[config.mk]
export PLATFORM = sky130hd
export DESIGN_NAME = i2c_scl_gen
export DESIGN_NICKNAME = d
export VERILOG_FILES = /design/src/rtl/i2c_pkg.sv /design/src/rtl/sync_2ff.sv /design/src/rtl/i2c_scl_gen.sv
export SDC_FILE = /design/constraint.sdc
export NUM_CORES = 1
export LEC_CHECK = 0
export BUFFER_PORTS_ARGS = -buffer_cell sky130_fd_sc_hd__buf_2
export CAP_MARGIN = 20
export CORE_ASPECT_RATIO = 0.5
export CORE_MARGIN = 2
export CORE_UTILIZATION = 51
export CTS_CLUSTER_DIAMETER = 80
export DETAILED_ROUTE_END_ITERATION = 8
export PLACE_DENSITY_LB_ADDON = 0.15
export SLEW_MARGIN = 20
export SYNTH_ARGS = -nofsm -noshare
export SYNTH_HDL_FRONTEND = slang
export SYNTH_SLANG_ARGS = --single-unit
[constraint.sdc]
create_clock -name clk -period 3.22 [get_ports clk]
set_input_delay 0.322 -clock clk [delete_from_list [all_inputs] [get_ports clk]]
set_output_delay 0.322 -clock clk [all_outputs]
set_load 0.01 [all_outputs]
[src/rtl/i2c_pkg.sv]
// -----------------------------------------------------------------------------
// i2c_pkg
// Shared definitions for the I2C SCL generator: the 3-bit SCL phase state
// encoding and a helper that maps a phase to its SCL drive level.
// -----------------------------------------------------------------------------
package i2c_pkg;

  localparam int STATE_W = 3;

  typedef enum logic [STATE_W-1:0] {
    ST_IDLE    = 3'd0,
    ST_Q0      = 3'd1,
    ST_STRETCH = 3'd2,
    ST_Q1      = 3'd3,
    ST_Q2      = 3'd4,
    ST_Q3      = 3'd5
  } state_e;

  // SCL is actively pulled low only in the two low quarters; everywhere else it is released.
  function automatic logic scl_level(input state_e st);
    return (st != ST_Q0) && (st != ST_Q3);
  endfunction

endpackage

[src/rtl/sync_2ff.sv]
// -----------------------------------------------------------------------------
// sync_2ff
// Two-flop synchroniser for a single asynchronous level.
// Ports:
//   clk    in  system clock
//   rst_n  in  async active-low reset (both flops load RST_VAL)
//   d_i    in  asynchronous input
//   q_o    out synchronised output, 2-cycle latency
// -----------------------------------------------------------------------------
module sync_2ff #(
  parameter logic RST_VAL = 1'b1
) (
  input  logic clk,
  input  logic rst_n,
  input  logic d_i,
  output logic q_o
);

  logic meta_q;
  logic sync_q;

  // Two-stage capture of the asynchronous input.
  always_ff @(posedge clk or negedge rst_n) begin
    if (!rst_n) begin
      meta_q <= RST_VAL;
      sync_q <= RST_VAL;
    end else begin
      meta_q <= d_i;
      sync_q <= meta_q;
    end
  end

  assign q_o = sync_q;

endmodule

[src/rtl/i2c_scl_gen.sv]
// -----------------------------------------------------------------------------
// i2c_scl_gen
// Generates the I2C SCL waveform as four quarters (low / high / high / low)
// with a runtime quarter length, per-quarter strobes for the byte engine,
// slave clock stretching and a graceful stop when en is withdrawn.
//
// Ports:
//   clk            in   system clock
//   reset          in   async active-low reset
//   en             in   run request (sampled in IDLE and at end of each period)
//   i_div          in   clk cycles per quarter, 0 selects DIV_DEFAULT
//   i_scl_in       in   SCL pad input (async), used for stretch detection
//   o_scl          out  SCL drive level (1 = released)
//   o_tick_change  out  end of Q0: SDA may change
//   o_tick_rise    out  SCL seen high after release; first cycle of Q1
//   o_tick_sample  out  end of Q1: sample SDA
//   o_tick_fall    out  end of Q2: SCL driven low next
//   o_tick_period  out  end of Q3: bit period done
//   o_busy         out  high from IDLE exit until IDLE re-entry
//   o_stretching   out  high while waiting for SCL to rise
//   o_timeout      out  stretch-timeout pulse
//
// Optional feature macro: I2C_SCL_STRETCH_TIMEOUT_EN
//   Defined: a 32-bit stretch counter aborts a stretch lasting TIMEOUT_CYC
//   cycles, pulses o_timeout and returns to IDLE.
//   Undefined: stretching waits indefinitely and o_timeout is tied low.
// -----------------------------------------------------------------------------
module i2c_scl_gen #(
  parameter int DIV_W       = 16,
  parameter int DIV_DEFAULT = 250
`ifdef I2C_SCL_STRETCH_TIMEOUT_EN
  , parameter int TIMEOUT_CYC = 65535
`endif
) (
  input  logic             clk,
  input  logic             reset,
  input  logic             en,
  input  logic [DIV_W-1:0] i_div,
  input  logic             i_scl_in,
  output logic             o_scl,
  output logic             o_tick_change,
  output logic             o_tick_rise,
  output logic             o_tick_sample,
  output logic             o_tick_fall,
  output logic             o_tick_period,
  output logic             o_busy,
  output logic             o_stretching,
  output logic             o_timeout
);

  import i2c_pkg::*;

  localparam logic [DIV_W-1:0] CNT_ZERO = {DIV_W{1'b0}};
  localparam logic [DIV_W-1:0] CNT_ONE  = DIV_W'(1);

  state_e           state_q, state_d;
  logic [DIV_W-1:0] cnt_q, cnt_d;
  logic [DIV_W-1:0] div_q, div_d;
  logic [DIV_W-1:0] div_sel;
  logic             scl_q;
  logic             busy_q;
  logic             scl_s;
  logic             quarter_end;
  logic             str_expired;
  logic             tick_change, tick_rise, tick_sample, tick_fall, tick_period;
  logic             stretching, timeout;

  sync_2ff #(.RST_VAL(1'b1)) u_scl_sync (
    .clk   (clk),
    .rst_n (reset),
    .d_i   (i_scl_in),
    .q_o   (scl_s)
  );

  assign div_sel     = (i_div == CNT_ZERO) ? DIV_W'(DIV_DEFAULT) : i_div;
  assign quarter_end = (cnt_q == (div_q - CNT_ONE));

`ifdef I2C_SCL_STRETCH_TIMEOUT_EN
  logic [31:0] str_cnt_q, str_cnt_d;

  // Stretch counter is zero outside STRETCH, so it restarts on every entry.
  always_comb begin
    if (state_q == ST_STRETCH) begin
      str_cnt_d = str_cnt_q + 32'd1;
    end else begin
      str_cnt_d = 32'd0;
    end
  end

  // Stretch counter register.
  always_ff @(posedge clk or negedge reset) begin
    if (!reset) begin
      str_cnt_q <= 32'd0;
    end else begin
      str_cnt_q <= str_cnt_d;
    end
  end

  assign str_expired = (str_cnt_q == 32'(TIMEOUT_CYC - 1));
`else
  assign str_expired = 1'b0;
`endif

  // Phase sequencing, quarter counting and strobe decode.
  always_comb begin
    state_d     = state_q;
    cnt_d       = cnt_q;
    div_d       = div_q;
    tick_change = 1'b0;
    tick_rise   = 1'b0;
    tick_sample = 1'b0;
    tick_fall   = 1'b0;
    tick_period = 1'b0;
    stretching  = 1'b0;
    timeout     = 1'b0;
    case (state_q)
      ST_IDLE: begin
        cnt_d = CNT_ZERO;
        if (en) begin
          state_d = ST_Q0;
          div_d   = div_sel;
        end else begin
          state_d = ST_IDLE;
        end
      end
      ST_Q0: begin
        if (quarter_end) begin
          tick_change = 1'b1;
          state_d     = ST_STRETCH;
          cnt_d       = CNT_ZERO;
        end else begin
          cnt_d = cnt_q + CNT_ONE;
        end
      end
      ST_STRETCH: begin
        cnt_d = CNT_ZERO;
        if (scl_s) begin
          // The cycle SCL is first seen high is already cycle 0 of Q1.
          tick_rise = 1'b1;
          state_d   = ST_Q1;
          cnt_d     = (div_q > CNT_ONE) ? CNT_ONE : CNT_ZERO;
        end else if (str_expired) begin
          stretching = 1'b1;
          timeout    = 1'b1;
          state_d    = ST_IDLE;
        end else begin
          stretching = 1'b1;
        end
      end
      ST_Q1: begin
        if (quarter_end) begin
          tick_sample = 1'b1;
          state_d     = ST_Q2;
          cnt_d       = CNT_ZERO;
        end else begin
          cnt_d = cnt_q + CNT_ONE;
        end
      end
      ST_Q2: begin
        if (quarter_end) begin
          tick_fall = 1'b1;
          state_d   = ST_Q3;
          cnt_d     = CNT_ZERO;
        end else begin
          cnt_d = cnt_q + CNT_ONE;
        end
      end
      ST_Q3: begin
        if (quarter_end) begin
          tick_period = 1'b1;
          cnt_d       = CNT_ZERO;
          if (en) begin
            state_d = ST_Q0;
            div_d   = div_sel;
          end else begin
            state_d = ST_IDLE;
          end
        end else begin
          cnt_d = cnt_q + CNT_ONE;
        end
      end
      default: begin
        state_d = ST_IDLE;
        cnt_d   = CNT_ZERO;
      end
    endcase
  end

  // State, counter, divider and pad-level registers.
  always_ff @(posedge clk or negedge reset) begin
    if (!reset) begin
      state_q <= ST_IDLE;
      cnt_q   <= CNT_ZERO;
      div_q   <= CNT_ZERO;
      scl_q   <= 1'b1;
      busy_q  <= 1'b0;
    end else begin
      state_q <= state_d;
      cnt_q   <= cnt_d;
      div_q   <= div_d;
      scl_q   <= scl_level(state_d);
      busy_q  <= (state_d != ST_IDLE);
    end
  end

  assign o_scl         = scl_q;
  assign o_busy        = busy_q;
  assign o_tick_change = tick_change;
  assign o_tick_rise   = tick_rise;
  assign o_tick_sample = tick_sample;
  assign o_tick_fall   = tick_fall;
  assign o_tick_period = tick_period;
  assign o_stretching  = stretching;
  assign o_timeout     = timeout;

endmodule
== After elaboration in Yosys (flattened, before gate mapping) ==
Cells that the tools add are included.

* Reductions and logical operators: 7
* Add/sub/neg operators: 2
* Magnitude comparators: 1
* Multiplexer cells: 24
* Equality and inequality tests: 9

{| class="wikitable"
|+ Operators with widths
! cell !! count
|-
| 16-bit two-way mux || 4
|-
| 16-bit one-hot mux with 2 select lines || 2
|-
| 3-bit one-hot mux with 6 select lines || 1
|-
| 16-bit by 1-bit adder with 16-bit output (second input constant) || 1
|-
| 16-bit == test || 1
|-
| 16-bit by 1-bit > comparator with 1-bit output (second input constant) || 1
|-
| 16-bit logical NOT || 1
|-
| 16-bit by 1-bit subtractor with 16-bit output (second input constant) || 1
|-
| 3-bit two-way mux || 5
|-
| 1-bit two-way mux || 12
|-
| 3-bit by 2-bit == test with 1-bit output (second input constant) || 2
|-
| 3-bit == test (second input constant) || 2
|-
| 4-bit OR reduction || 1
|-
| 3-bit by 1-bit == test with 1-bit output (second input constant) || 1
|-
| 3-bit logical NOT || 1
|-
| 3-bit by 1-bit != test with 1-bit output (second input constant) || 1
|-
| 3-bit != test (second input constant) || 1
|-
| 3-bit nonzero test || 1
|-
| 2-bit != test (second input constant) || 1
|-
| 2-bit AND reduction || 1
|-
| 2-bit nonzero test || 1
|-
| 1-bit logical AND || 1
|}

* Register bits: 39

== Depth between registers and ports, before layout ==
* Word-level depth: 6
* Depth in mapped cells: 12

== By module ==
Synthesis repeated with hierarchy kept, for this count alone.

* Cells, all modules: 296
* Area, all modules: 2623.8 um2

{| class="wikitable"
|+ Modules (own cells, without submodules)
! module !! seq. area each (um2) !! cells an instance !! area an instance (um2) !! times used
|-
| i2c_scl_gen || 927.1 || 294 || 2571.2 || 1
|-
| sync_2ff || 52.6 || 2 || 52.6 || 1
|}

== Least setup slack after synthesis ==
No wires, ideal clock.

* Path type: register -> output
* Start: reg div_q[0]
* End: out o_tick_period
* Data required time: 2.898 ns
* Buffers on the path: 1
* Cell stages (with the launch flop): 11
* Path slack: -0.067 ns
* Data arrival time: 2.965 ns
* Cell sequence: dfrtp_1 clkbuf_1 inv_1 ha_1 or4b_4 or3_1 a21oi_2 nand4_1 nand4bb_1 or4_4 nor3b_1

* Word-level cells in the longest chain between the ends: 4

{| class="wikitable"
|+ RTL lines
! what !! line !! source
|-
| start, declared || i2c_scl_gen.sv:58 || <nowiki>logic [DIV_W-1:0] div_q, div_d;</nowiki>
|-
| start signal, assigned || i2c_scl_gen.sv:200 || <nowiki>div_q <= div_d;</nowiki>
|-
| 16-bit by 1-bit subtractor with 16-bit output || i2c_scl_gen.sv:76 || <nowiki>assign quarter_end = (cnt_q == (div_q - CNT_ONE));</nowiki>
|-
| 16-bit == test || i2c_scl_gen.sv:76 ||
|-
| 1-bit two-way mux || i2c_scl_gen.sv:169 || <nowiki>if (quarter_end) begin</nowiki>
|-
| 1-bit two-way mux || i2c_scl_gen.sv:116 || <nowiki>case (state_q)</nowiki>
|-
| end, declared || i2c_scl_gen.sv:45 || <nowiki>output logic o_tick_period,</nowiki>
|}

Every way passes these cells.

== Worst setup path after layout ==
Same ends and word-level chain as after synthesis.

==> flow_metrics.env <==
export IMPL_clock_latency_ns=0.30
export IMPL_rsz0062_at_grt="true"
export IMPL_drtPass1Iterations=4
export IMPL_finalSetupViolations=4
export IMPL_row_count=18
export IMPL_p_leak_uw=0.00135
export IMPL_slew_headroom_pct=34.9
export IMPL_start_kind="flop"
export IMPL_die_y_um=54.7
export IMPL_fmaxAchievable_mhz=297
export IMPL_final_core_util_pct=65.1
export IMPL_hpwlAfterDp_mm=4.93
export IMPL_cap_violations=0
export IMPL_critical_path_class="flop to primary output"
export IMPL_critPathMaxFanout=3
export IMPL_synthToLayoutAreaGrowth_pct=22.3
export IMPL_routed_via_density=5.96
export IMPL_grt_usage_pct=25.4
export IMPL_synth_edf_count=0
export IMPL_cts_htree_levels=2
export IMPL_netlist_instances=296
export IMPL_route_detailed_drc=0
export IMPL_async_reset_ff_share_pct=100
export IMPL_ys_top_cells_by_area="dfrtp_1 34%, xnor2_1 6.0%, nor2_1 5.7%"
export IMPL_holdBufCountCts=0
export IMPL_overflow=0
export IMPL_cts_sinks=39
export IMPL_synth_top_family_by_area="simple AND/OR/NAND/NOR gates"
export IMPL_synth_area_per_cell_um2=8.86
export IMPL_antenna_found_initial=0
export IMPL_report_final_slew_viol_count=0
export IMPL_clockBufferDepth=2
export IMPL_cts_made_buffers=5
export IMPL_wl_mm=6.96
export IMPL_fin_crit_sh_pct=105
export IMPL_yosysTopAreaCell="dfrtp_1"
export IMPL_stdcell_count=409
export IMPL_start_util_pct=53.2
export IMPL_status="finished with violations"
export IMPL_synth_ff_type="dfrtp_1"
export IMPL_grt_pass1_wl_mm=11.0
export IMPL_yosysSeqAreaShare_pct=37.3
export IMPL_muxShareOfSynthArea_pct=0.763
export IMPL_syn_area_mm2=0.00262
export IMPL_synth_compound_area_share_pct=18.6
export IMPL_powerDensity_mw_per_mm2=491
export IMPL_synth_most_common_cell="nor2_1"
export IMPL_syn_num_nets=319
export IMPL_critical_path_arrival_ns=3.04
export IMPL_worst_slack_ns=-0.145
export IMPL_synth_xor_area_share_pct=10.7
export IMPL_ir_drop_uv=287
export IMPL_gp_congestion=0.943
export IMPL_die_w_um=105
export IMPL_synth_warnings=0
export IMPL_violations="setup timing"
export IMPL_clkTransAtPathRegs_ns=0.08
export IMPL_hold_viol_final=0
export IMPL_portBuffers=27
export IMPL_final_area_mm2=0.00321
export IMPL_yosys_cell_types_count=56
export IMPL_num_vias=2437
export IMPL_synthAdderAreaFrac_pct=1.43
export IMPL_final_nets=361
export IMPL_ys_seq_elements=39
export IMPL_ioPinCount=29
export IMPL_grt_pass1_vias=2179
export IMPL_synthTopCellsByCount="40 x nor2_1, 36 x dfrtp_1, 19 x nor3_1"
export IMPL_fin_crit_ns=3.37
export IMPL_ant_nets=0
export IMPL_p_total_uw=1580
export IMPL_fin_skew_ns=0.00691
export IMPL_hp_class="input pin to flop"
export IMPL_tightest_slew_ns=0.977
export IMPL_core_mm2=0.00493
export IMPL_cts_root_buf="clkbuf_8"
export IMPL_place_area_mm2=0.00293
export IMPL_dieArea_mm2=0.00577
export IMPL_grt_start_max_net_pins=40
export IMPL_worst_ep_required_time_ns=2.90
export IMPL_avgRoutedWirePerCell_um=17.0
export IMPL_cts_tree="yes"
export IMPL_synth_simple_area_share_pct=26.7
export IMPL_synth_top_cell_area_share_pct=34.3
export IMPL_drt_iter0_markers=96
export IMPL_dpl_cell_count=393
export IMPL_n_antenna_cell=0
export IMPL_cp_end_kind="primary output"
export IMPL_drive_above_1_share_pct=27.7
[critical path, stage by stage, from the launching register on]
cell       delay [ns]
dfrtp_1          0.39
inv_2            0.08
ha_4             0.13
or4b_4           0.45
or3_4            0.38
a21oi_2          0.16
nand4_1          0.09
nand4bb_4        0.25
or4_4            0.48
nor3b_2          0.18
buf_2            0.15
[state kept, by name, summed over array words and instances, names as in the netlist]
signal,cells
cnt_q,16
div_q,16
o_busy,1
o_scl,1
state_q,3
u_scl_sync.meta_q,1
u_scl_sync.q_o,1
[report_power, final]
| part | total [uW] | switching (uW) | internal, uW |
|---|---|---|---|
| Sequential | 674 | 111 | 562 |
| Clock | 490 | 180 | 310 |
| Combinational | 413 | 212 | 201 |
| Total | 1580 | 504 | 1070 |
[per-layer routing]
metal,vias up,track usage [%],share of wire [%]
li1,1161,-,-
met1,1190,34.6,48
met2,76,40.9,45
met3,10,6.07,5.6
met4,0,7.78,1.4
met5,-,0,0
[stage by stage]
stage               TNS (ns)  hold WS, ns  worst slack, ns
floorplan                  0       0.0264           0.0234
global placement           0        0.348            0.123
global route           -1.38        0.101           -0.245
CTS                   -0.469        0.107           -0.144
finish                -0.383        0.113           -0.145
detailed placement         0        0.349           0.0312
[timing repair]
action / in CTS / in global routing
pin swaps: 2 / 11
setup buffers: 5 / 3
resized for setup: 7 / 9
setup endpoints to repair: 4 / 21
[placed cells by master, fill, tap and decap left out, drive strengths merged, types with 3 or more instances in the layout]
cell type	count
a311oi	3
nand3	16
nor2	40
nand4	5
xnor2	18
nor4	9
inv	8
ha	3
or4	3
or3	6
dfstp	3
o221a	10
nor3	19
a21oi	9
o22a	6
and3	4
buf	54
nand2b	4
xor2	14
nand2	13
o21bai	10
o21ai	7
dfrtp	36
clkbuf	6
[worst paths after layout]
| kind | start | to | slack (ns) | depth (start not counted) |
|---|---|---|---|---|
| setup / recovery | div_q[0] | o_tick_period | -0.15 | 10 |
| hold / removal | i_scl_in | u_scl_sync.meta_q | 0.11 | 1 |
| setup reg to reg | div_q[0] | div_q[5] | 0.01 | 11 |
| hold reg to reg | u_scl_sync.meta_q | u_scl_sync.q_o | 0.36 | 0 |
| max in group asynchronous | reset | cnt_q[8] | 2.52 | 1 |
| min in group asynchronous | reset | state_q[0] | 0.13 | 1 |
[cells by family (layout without fill, tap and decap cells)]
kind of cell / Yosys count / count (layout)
compound gates: 59 / 59
xor+xnor: 32 / 32
fa+ha+maj: 3 / 3
buf+inv: 27 / 70
flops: 39 / 39
mux: 2 / 2
other cells: 1 / 1
simple gates: 133 / 133
[cell type report]
| type | count | area [um^2] |
|---|---|---|
| clock buffer | 6 | 72.6 |
| clock inverter | 2 | 60.1 |
| fill | 411 | 1720 |
| inverter | 8 | 30.0 |
| multi-input combinational | 230 | 1620 |
| sequential | 39 | 980 |
| tap | 70 | 87.6 |
| timing repair buffer | 54 | 363 |
Note: power is estimated with default switching activity, not from simulation.
